### src/rtl/alu_op_sequencer.sv
// alu_op_sequencer: latches an ALU request, enables one unit for EXEC_CYCLES, then captures result and flags
module alu_op_sequencer #(
  parameter int EXEC_CYCLES = 1
) (
  input  logic       clk,
  input  logic       rst,
  input  logic       start,
  input  logic [2:0] opcode,
  input  logic       A0,
  input  logic       A1,
  input  logic       A2,
  input  logic       A3,
  input  logic       B0,
  input  logic       B1,
  input  logic       B2,
  input  logic       B3,
  output logic       OA0,
  output logic       OA1,
  output logic       OA2,
  output logic       OA3,
  output logic       OB0,
  output logic       OB1,
  output logic       OB2,
  output logic       OB3,
  output logic       and_en,
  output logic       or_en,
  output logic       xor_en,
  output logic       add_en,
  output logic       sub_en,
  output logic       not_en,
  input  logic       R0,
  input  logic       R1,
  input  logic       R2,
  input  logic       R3,
  input  logic       carry_in,
  output logic       Y0,
  output logic       Y1,
  output logic       Y2,
  output logic       Y3,
  output logic       carry_out,
  output logic       zero,
  output logic       busy,
  output logic       done,
  output logic       illegal
);
  typedef enum logic [1:0] {IDLE, EXEC, DONE} state_t;
  state_t state, state_nx;
  logic [3:0] cnt, oa, ob, y, a, b, r;
  logic [2:0] op;
  logic ill, cy, zr, legal, accept, exec;
  assign a = {A3, A2, A1, A0};
  assign b = {B3, B2, B1, B0};
  assign r = {R3, R2, R1, R0};
  assign legal = opcode < 3'd5;
  assign accept = state == IDLE && start;
  assign exec = state == EXEC;
  // next state: idle waits for a request, exec runs until the counter empties, done always returns to idle
  always_comb begin
    state_nx = IDLE;
    state_nx = state == IDLE ? (start ? (legal ? EXEC : DONE) : IDLE)
             : exec ? (cnt == 4'd0 ? DONE : EXEC) : IDLE;
  end
  // state, operand latch, cycle counter and result capture
  always_ff @(posedge clk) begin
    if (rst) begin
      state <= IDLE;
      cnt <= '0;
      op <= '0;
      ill <= 1'b0;
      oa <= '0;
      ob <= '0;
      y <= '0;
      cy <= 1'b0;
      zr <= 1'b0;
    end else begin
      state <= state_nx;
      if (accept) begin
        ill <= !legal;
        if (legal) begin
          oa <= a;
          ob <= b;
          op <= opcode;
          cnt <= 4'(EXEC_CYCLES - 1);
        end
      end
      if (exec && cnt != 4'd0) cnt <= cnt - 4'd1;
      if (exec && cnt == 4'd0) begin
        y <= r;
        zr <= r == 4'd0;
        cy <= (op == 3'd3 || op == 3'd4) && carry_in;
      end
    end
  end
  assign {OA3, OA2, OA1, OA0} = oa;
  assign {OB3, OB2, OB1, OB0} = ob;
  assign {Y3, Y2, Y1, Y0} = y;
  assign carry_out = cy;
  assign zero = zr;
  assign and_en = exec && op == 3'd0;
  assign or_en  = exec && op == 3'd1;
  assign xor_en = exec && op == 3'd2;
  assign add_en = exec && op == 3'd3;
  assign sub_en = exec && op == 3'd4;
  assign not_en = exec && op == 3'd5;
  assign busy = state != IDLE;
  assign done = state == DONE;
  assign illegal = done && ill;
endmodule

### config.mk
export PLATFORM = sky130hd
export DESIGN_NAME = alu_op_sequencer
export DESIGN_NICKNAME = d
export VERILOG_FILES = /design/src/rtl/alu_op_sequencer.sv
export SDC_FILE = /design/constraint.sdc
export NUM_CORES = 1
export LEC_CHECK = 0
export ABC_AREA = 0
export CAP_MARGIN = 20
export CORE_MARGIN = 5
export CORE_UTILIZATION = 43
export CTS_CLUSTER_SIZE = 20
export DETAILED_ROUTE_END_ITERATION = 8
export PLACE_DENSITY = 0.78
export SKIP_CTS_REPAIR_TIMING = 1
export SYNTH_ARGS = -nofsm -noshare
export SYNTH_HDL_FRONTEND = slang
export SYNTH_SLANG_ARGS = --single-unit
### constraint.sdc
create_clock -name clk -period 2.06 [get_ports clk]
set_clock_uncertainty 0.05 [all_clocks]
set_input_delay 0.412 -clock clk [delete_from_list [all_inputs] [get_ports clk]]
set_output_delay 0.412 -clock clk [all_outputs]
set_load 0.01 [all_outputs]
# Word level (Yosys, flattened, before mapping)
# Index checks and enable logic that the tools add are counted.
# word_totals
register_bits	24
output_inout_bits	23
# op_classes
n_mux	8
reduce_logical	23
addsub	1
eq_ne	7
n_lt_le_gt_ge	1
# ops
operator	count
2-to-1 mux 4 bit	3
logical AND 1 bit	11
2-to-1 mux 2 bit	5
zero test 4 bit	2
== test 3 x 2 -> 1 bit (second input constant)	2
== test 3 bit (second input constant)	2
nonzero test 2 bit	3
AND reduction 2 bit	2
nonzero test 4 bit	1
subtractor 4 x 1 -> 4 bit (second input constant)	1
== test 3 x 1 -> 1 bit (second input constant)	1
zero test 3 bit	1
less-than comparator 3 bit (second input constant)	1
== test 2 x 1 -> 1 bit (second input constant)	1
== test 2 bit (second input constant)	1
zero test 2 bit	1
zero test 1 bit	1
logical OR 1 bit	1

# Longest topological paths before layout
# Gate-level depths: netlist of the first run.
# logic_depth
ltp_word	4
ltp_mapped	6
mapped_depth_nobuf	5

# Worst setup path after synthesis of the first run
# OpenSTA, ideal clock, no wires.
# synth_path
path_type	register to output
startpoint	reg state[1]
endpoint	out sub_en
path_stages_with_launch	4
setup_slack_ns	0.423
t_required_ns	1.598
path_buffers	1
t_arrival_ns	1.175
cell_sequence	dfxtp_1 -> nand2b_1 -> buf_2 -> nor4b_1
# synth_between
elab_chain_cells	2
# synth_rtl
element	line	rtl
from (decl)	47	state_t state, state_nx;
from (signal assigned)	76	state <= state_nx;
== test 2 x 1 -> 1 bit	56	assign exec = state == EXEC;
logical AND 1 bit	103	assign sub_en = exec && op == 3'd4;
to (decl)	29	output logic sub_en,
# No other way between the ends.

# Worst setup path after layout of the first run
# layout_path
startpoint	reg state[1]
endpoint	out xor_en
# layout_between
elab_chain_cells	2
# layout_rtl
element	line	rtl
== test 2 x 1 -> 1 bit	56	
logical AND 1 bit	101	assign xor_en = exec && op == 3'd2;
to (decl)	27	output logic xor_en,
# No other way between the ends.

==> flow_summary.toml, run 1 <==
[critical_path]
timing.reg2reg.worst_path_depth = 5
cpMaxStageDelayCell = "sky130_fd_sc_hd__dfxtp_4"
timing.critical_path.required_ns = 1.60
slowest_stage_delay_cp_ns = 0.39
setup.worst_path.end_class = "primary output"
arrival_ns = 1.51
startpoint_type = "flip-flop"
worstPathMaxFanout = 7
cp_cell_sequence = "nand2b_2 > nor4b_1 > dlymetal6s2s_1"
critical_path_class = "reg2out"

[clock_network]
clkLatencyLatePin_ns = 0.31
numClockSinks = 24
number_of_cts_inserted_buffers = 3
worst_setup_hold_path_clk_slew_ns = 0.13
clockRootBuffer = "sky130_fd_sc_hd__clkbuf_4"
cts_htree_levels = 1
ctsLongestPathBuffers = 2
clock_tree_from_tritoncts = "built"

[placement]
detailed_place.area_sq_um = 1570
gpl.final_weighted_congestion = 0.871
detailedPlacementHpwl_um = 2340
place.detailed.instances = 200
placement.io_buffers = 41

[route]
via_total_after_detailed_routing = 1184
wl_met2_um = 1680
via_per_inst = 5.80
drt_drc_violations_left = 0
drt_first_pass_iters = 4
drtAntennaViolNets = 0
drt-initial-drc-count = 58
wl_met3_um = 152
drt_total_wl_um = 3230
highest-signal-layer = "met4"
met1Wirelength_um = 1340
routed_wirelength_normalized_by_instance_count_um = 15.8

[logic_synthesis]
ys_seq_elements = 24
netlist-cell-type-count = 32
postSynthAreaPerCell_sq_um = 8.31
dominantRegCellSynth = "sky130_fd_sc_hd__dfxtp_1"
yosysWarnings = 0
syn_area_sq_um = 1110
synth_cells = 134
async_reset_ff_share_pct = 0
synth_sequential_area_ratio_pct = 43.1
synth_edf_count = 0
syn-num-nets = 154

[floorplan]
row_count = 18
fp.dieArea_sq_um = 3710
die_w_um = 60.9
initial_core_util_pct = 44.9
floorplan.die.height_um = 60.9
io_pins = 42
core_area_sq_um = 2480

[finish]
instances_no_fill = 204
area_growth_pct = 48.0
fin_nets = 195
final_area_sq_um = 1650
multiInputGateArea_sq_um = 583
sequential_cell_area_sq_um = 488
drive_gt1_share_pct = 12.1
finalCoreUtilization_pct = 66.5
antenna-diode-count = 0
fillers = 222

[sta]
tightestPinTransition_ns = 0.504
post_layout_min_period_ns = 1.97
max_slew_margin_pct = 65.9
setup-tns-final_ns = 0
grt_setup_unrepaired = "false"
peak_freq_mhz = 507
setup_viol_count_final = 0
number_of_max_slew_violations_in_the_final_report = 0
final_min_period_over_clock_period_pct = 95.8
timing_hold_violations_final = 0

[min_path]
hold_path.class = "reg2reg"
min_path_cells = 2

[flow_run]
drv_cap = 0

[global_routing]
overflow_left_after_global_routing = 0
grt_pass1_wl_um = 5190
groute.usage.overall_pct = 18.6
grt_max_degree = 14
number_of_antenna_violations_at_the_first_check_in_global_routing = 0
number_of_global_route_vias_before_repair = 1099

[power_and_ir_drop]
power.static_leakage_uw = 0.000698
total_power_uw = 941
power-per-cell-area_nw_per_um2 = 571
vdd.ir_drop.worst_mv = 0.427

[run_status]
run_status = "complete, no violations"
[worst paths after layout]
| kind | start | to | slack [ns] |
|---|---|---|---|
| worst max register to register | cnt[0]$_SDFFE_PP0P_ | cnt[1]$_SDFFE_PP0P_ | 0.38 |
| worst min register to register | oa[3]$_SDFFE_PP0P_ | oa[3]$_SDFFE_PP0P_ | 0.43 |
| worst max-delay path | state[1]$_SDFF_PP0_ | xor_en | 0.09 |
| worst min-delay path | oa[3]$_SDFFE_PP0P_ | oa[3]$_SDFFE_PP0P_ | 0.43 |
[through the flow]
stage	hold slack, ns	worst slack, ns
final	0.433	0.0860
after global routing	0.461	0.00775
after CTS	0.434	-0.296
after detailed placement	0.416	0.0736
after global placement	0.410	0.126
after floorplan	0.412	0.423
[registers in the layout, summed over array words and instances, names as in the netlist]
register / cells
op: 3
ob: 4
state: 2
ill: 1
oa: 4
y: 4
carry_out: 1
zero: 1
cnt: 4
[synthesized netlist by cell type (2+ instances only)]
cell type	n	share of area (%)
sky130_fd_sc_hd__nor4b_1	4	3.1
sky130_fd_sc_hd__a21oi_1	19	8.5
sky130_fd_sc_hd__and4b_1	2	1.8
sky130_fd_sc_hd__o221ai_1	3	2.4
sky130_fd_sc_hd__nor2b_1	2	1.1
sky130_fd_sc_hd__nand3_1	15	6.7
sky130_fd_sc_hd__dfxtp_1	24	43
sky130_fd_sc_hd__nor4_1	3	1.7
sky130_fd_sc_hd__nor3b_1	3	2.0
sky130_fd_sc_hd__buf_2	5	2.2
sky130_fd_sc_hd__o21ai_0	18	8.1
sky130_fd_sc_hd__a22oi_1	2	1.3
sky130_fd_sc_hd__clkbuf_1	7	2.4
sky130_fd_sc_hd__or3b_1	2	1.6
sky130_fd_sc_hd__inv_1	4	1.3
sky130_fd_sc_hd__and2_1	3	1.7
sky130_fd_sc_hd__nor2_1	3	1.0
[placed cells by master, fill, tap and decap left out, types with 2 or more instances in the layout]
| cell | instances |
|---|---|
| sky130_fd_sc_hd__buf_4 | 8 |
| sky130_fd_sc_hd__and2_1 | 3 |
| sky130_fd_sc_hd__nor4_1 | 3 |
| sky130_fd_sc_hd__inv_1 | 4 |
| sky130_fd_sc_hd__nor4b_2 | 2 |
| sky130_fd_sc_hd__dlymetal6s2s_1 | 7 |
| sky130_fd_sc_hd__dfxtp_1 | 22 |
| sky130_fd_sc_hd__nor4b_1 | 2 |
| sky130_fd_sc_hd__o21ai_0 | 18 |
| sky130_fd_sc_hd__clkdlybuf4s50_1 | 34 |
| sky130_fd_sc_hd__nor2_1 | 3 |
| sky130_fd_sc_hd__nor3b_1 | 3 |
| sky130_fd_sc_hd__or3b_1 | 2 |
| sky130_fd_sc_hd__a22oi_1 | 2 |
| sky130_fd_sc_hd__nor2b_2 | 2 |
| sky130_fd_sc_hd__clkbuf_4 | 3 |
| sky130_fd_sc_hd__nand3_1 | 15 |
| sky130_fd_sc_hd__a21oi_1 | 19 |
| sky130_fd_sc_hd__dfxtp_4 | 2 |
| sky130_fd_sc_hd__and4b_1 | 2 |
| sky130_fd_sc_hd__o221ai_1 | 3 |
[cell families after synthesis]
kind of cell | count (synthesis) | synth area share [%]
AOI/OAI and AO/OA | 48 | 24.3
and+or+nand+nor | 44 | 25.2
DFF | 24 | 43.1
buffers and inverters | 17 | 6.29
adders and majority gates | 1 | 1.12
[per-layer routing]
metal	global-route usage, %	up-vias
li1	-	579
met1	25.2	570
met2	29.5	29
met3	3.40	6
met4	7.12	0
met5	0	-
[worst max-delay path: cells and delay by family, from the launching register on]
| family | cells | cell delay (ns) |
|---|---|---|
| buffers and inverters | 1 | 0.22 |
| flip-flops | 1 | 0.39 |
| AND/OR/NAND/NOR | 2 | 0.59 |
[power breakdown]
group	switching (uW)	internal, uW	leakage (uW)
sequential	21.0	485	0.000197
combinational	84.2	99.4	0.000480
clock	143	108	0.0000210
[cell type report]
cell class | instances | area share, %
multi-input combinational | 93 | 35.4
sequential | 24 | 29.6
timing repair buffer | 49 | 29.6
tap | 30 | 2.28
clock buffer | 4 | 2.20
inverter | 4 | 0.911
No activity file was read; power rests on OpenSTA's default activity.
==> run 2: changes to the inputs <==
RECOVER_POWER = 25   (was not set)
==> run 2 against run 1 <==
Compared with the run above: largest cell class unchanged; cell area decreased by 0.23%; non-clock buffer count unchanged; critical path type unchanged; critical path depth unchanged; largest power group unchanged; worst setup slack got worse by 0.0040 ns; total power decreased by 0.30%; count of clock-buffer cells in the layout unchanged.
==> flow_summary.toml, run 2 (same netlist as run 1, synthesis figures left out) <==
[run_status]
run_status = "complete, no violations"

[route]
wl_met2_um = 1690
wl_met3_um = 147
via_total_after_detailed_routing = 1186
routed_wirelength_normalized_by_instance_count_um = 15.9
via_per_inst = 5.81
met1Wirelength_um = 1360
drt-initial-drc-count = 59
drt_total_wl_um = 3250
highest-signal-layer = "met4"
drt_first_pass_iters = 4
drtAntennaViolNets = 0
drt_drc_violations_left = 0

[placement]
placement.io_buffers = 41
gpl.final_weighted_congestion = 0.871
place.detailed.instances = 200
detailedPlacementHpwl_um = 2340

[floorplan]
io_pins = 42
die_w_um = 60.9
row_count = 18
core_area_sq_um = 2480
initial_core_util_pct = 44.9
floorplan.die.height_um = 60.9
fp.dieArea_sq_um = 3710

[critical_path]
worstPathMaxFanout = 7
setup.worst_path.start = "state[1]$_SDFF_PP0_"
timing.critical_path.max_delay_family = "simple AND/OR/NAND/NOR gates"
cp_cell_sequence = "nand2b_2 > nor4b_1 > dlymetal6s2s_1"
critical_path_class = "reg2out"
timing.critical_path.required_ns = 1.60
timing.reg2reg.worst_path_depth = 5
startpoint_type = "flip-flop"
cpMaxStageDelayCell = "sky130_fd_sc_hd__dfxtp_4"
setup.worst_path.end_class = "primary output"
critical_path_buf_inv_count = 1
slowest_stage_delay_cp_ns = 0.39
crit_cells = 3
arrival_ns = 1.52
worst_r2r_start = "cnt[0]$_SDFFE_PP0P_"

[global_routing]
number_of_antenna_violations_at_the_first_check_in_global_routing = 0
number_of_global_route_vias_before_repair = 1099
grt_pass1_wl_um = 5190
groute.usage.overall_pct = 18.6
grt_max_degree = 14
overflow_left_after_global_routing = 0

[sta]
grt_setup_unrepaired = "false"
final_min_period_over_clock_period_pct = 96.0
post_layout_min_period_ns = 1.98
max_slew_margin_pct = 66.5
number_of_max_slew_violations_in_the_final_report = 0
setup-tns-final_ns = 0
peak_freq_mhz = 506
tightestPinTransition_ns = 0.496
timing_hold_violations_final = 0
setup_viol_count_final = 0

[finish]
layout.cells.most_common_list = "33 x sky130_fd_sc_hd__clkdlybuf4s50_1, 22 x sky130_fd_sc_hd__dfxtp_1, 19 x sky130_fd_sc_hd__o21ai_0, 19 x sky130_fd_sc_hd__a21oi_1, 15 x sky130_fd_sc_hd__nand3_1"
fin_nets = 195
area_growth_pct = 47.6
fillers = 224
antenna-diode-count = 0
layout.cells.most_common = "sky130_fd_sc_hd__clkdlybuf4s50_1"
instances_no_fill = 204
drive_gt1_share_pct = 11.5
finalCoreUtilization_pct = 66.4

[clock_network]
ctsLongestPathBuffers = 2
clockRootBuffer = "sky130_fd_sc_hd__clkbuf_4"
numClockSinks = 24
number_of_cts_inserted_buffers = 3
clkLatencyLatePin_ns = 0.31
clock_tree_from_tritoncts = "built"
worst_setup_hold_path_clk_slew_ns = 0.13
cts_htree_levels = 1

[power_and_ir_drop]
power.net_switching_uw = 248
clock_power_share_pct = 26.7
power_switching_share_pct = 26.4
vdd.ir_drop.worst_mv = 0.426
power-per-cell-area_nw_per_um2 = 571
proportion_of_power_drawn_by_flip_flops_and_latches_pct = 53.9
p_int_uw = 690
power.static_leakage_uw = 0.000695
p_comb_share_pct = 19.3

[min_path]
hold_path.class = "reg2reg"
min_path_cells = 2
timing.hold.worst.start = "oa[3]$_SDFFE_PP0P_"

[flow_run]
drv_cap = 0
## run 2: area by class of cell
class	count	area, sq um	area share (%)
Multi-Input combinational cell	93	583	35.5
Sequential cell	24	488	29.7
Timing Repair Buffer	49	484	29.5
Tap cell	30	37.5	2.28
Clock buffer	4	36.3	2.21
Inverter	4	15.0	0.913
## run 2: worst reg2reg max path, cell delays in order (launching register included)
cell                      delay (ns)
sky130_fd_sc_hd__dfxtp_1        0.35
sky130_fd_sc_hd__inv_1          0.08
sky130_fd_sc_hd__ha_1           0.20
sky130_fd_sc_hd__or3b_1         0.50
sky130_fd_sc_hd__a22oi_1        0.27
sky130_fd_sc_hd__a31o_2         0.19
## run 2: through the flow
step	area [sq um]	power [uW]	hold slack (ns)	setup slack [ns]
2_1_floorplan	1110	595	0.412	0.423
3_3_place_gp	1570	691	0.410	0.126
3_5_place_dp	1570	696	0.416	0.0736
4_1_cts	1600	939	0.434	-0.296
5_1_grt	1640	983	0.461	0.00775
6_report	1640	938	0.433	0.0820
## run 2: worst paths after layout
kind	end	slack, ns
max	xor_en	0.08
min	oa[3]$_SDFFE_PP0P_	0.43
max reg2reg	cnt[1]$_SDFFE_PP0P_	0.38
min reg2reg	oa[3]$_SDFFE_PP0P_	0.43
## run 2: routing by layer
metal | vias to the layer above | track usage [%]
met5 | - | 0
met1 | 570 | 25.2
met2 | 30 | 29.5
met4 | 0 | 7.12
met3 | 6 | 3.40
li1 | 580 | -
## run 2: power by group through the flow
| stage | registers [uW] | logic, uW | clock network (uW) |
|---|---|---|---|
| after floorplan | 514 | 81.0 | 0 |
| after global placement | 514 | 177 | 0 |
| after detailed placement | 515 | 181 | 0 |
| after CTS | 505 | 182 | 252 |
| after global routing | 510 | 195 | 277 |
| final | 506 | 181 | 251 |
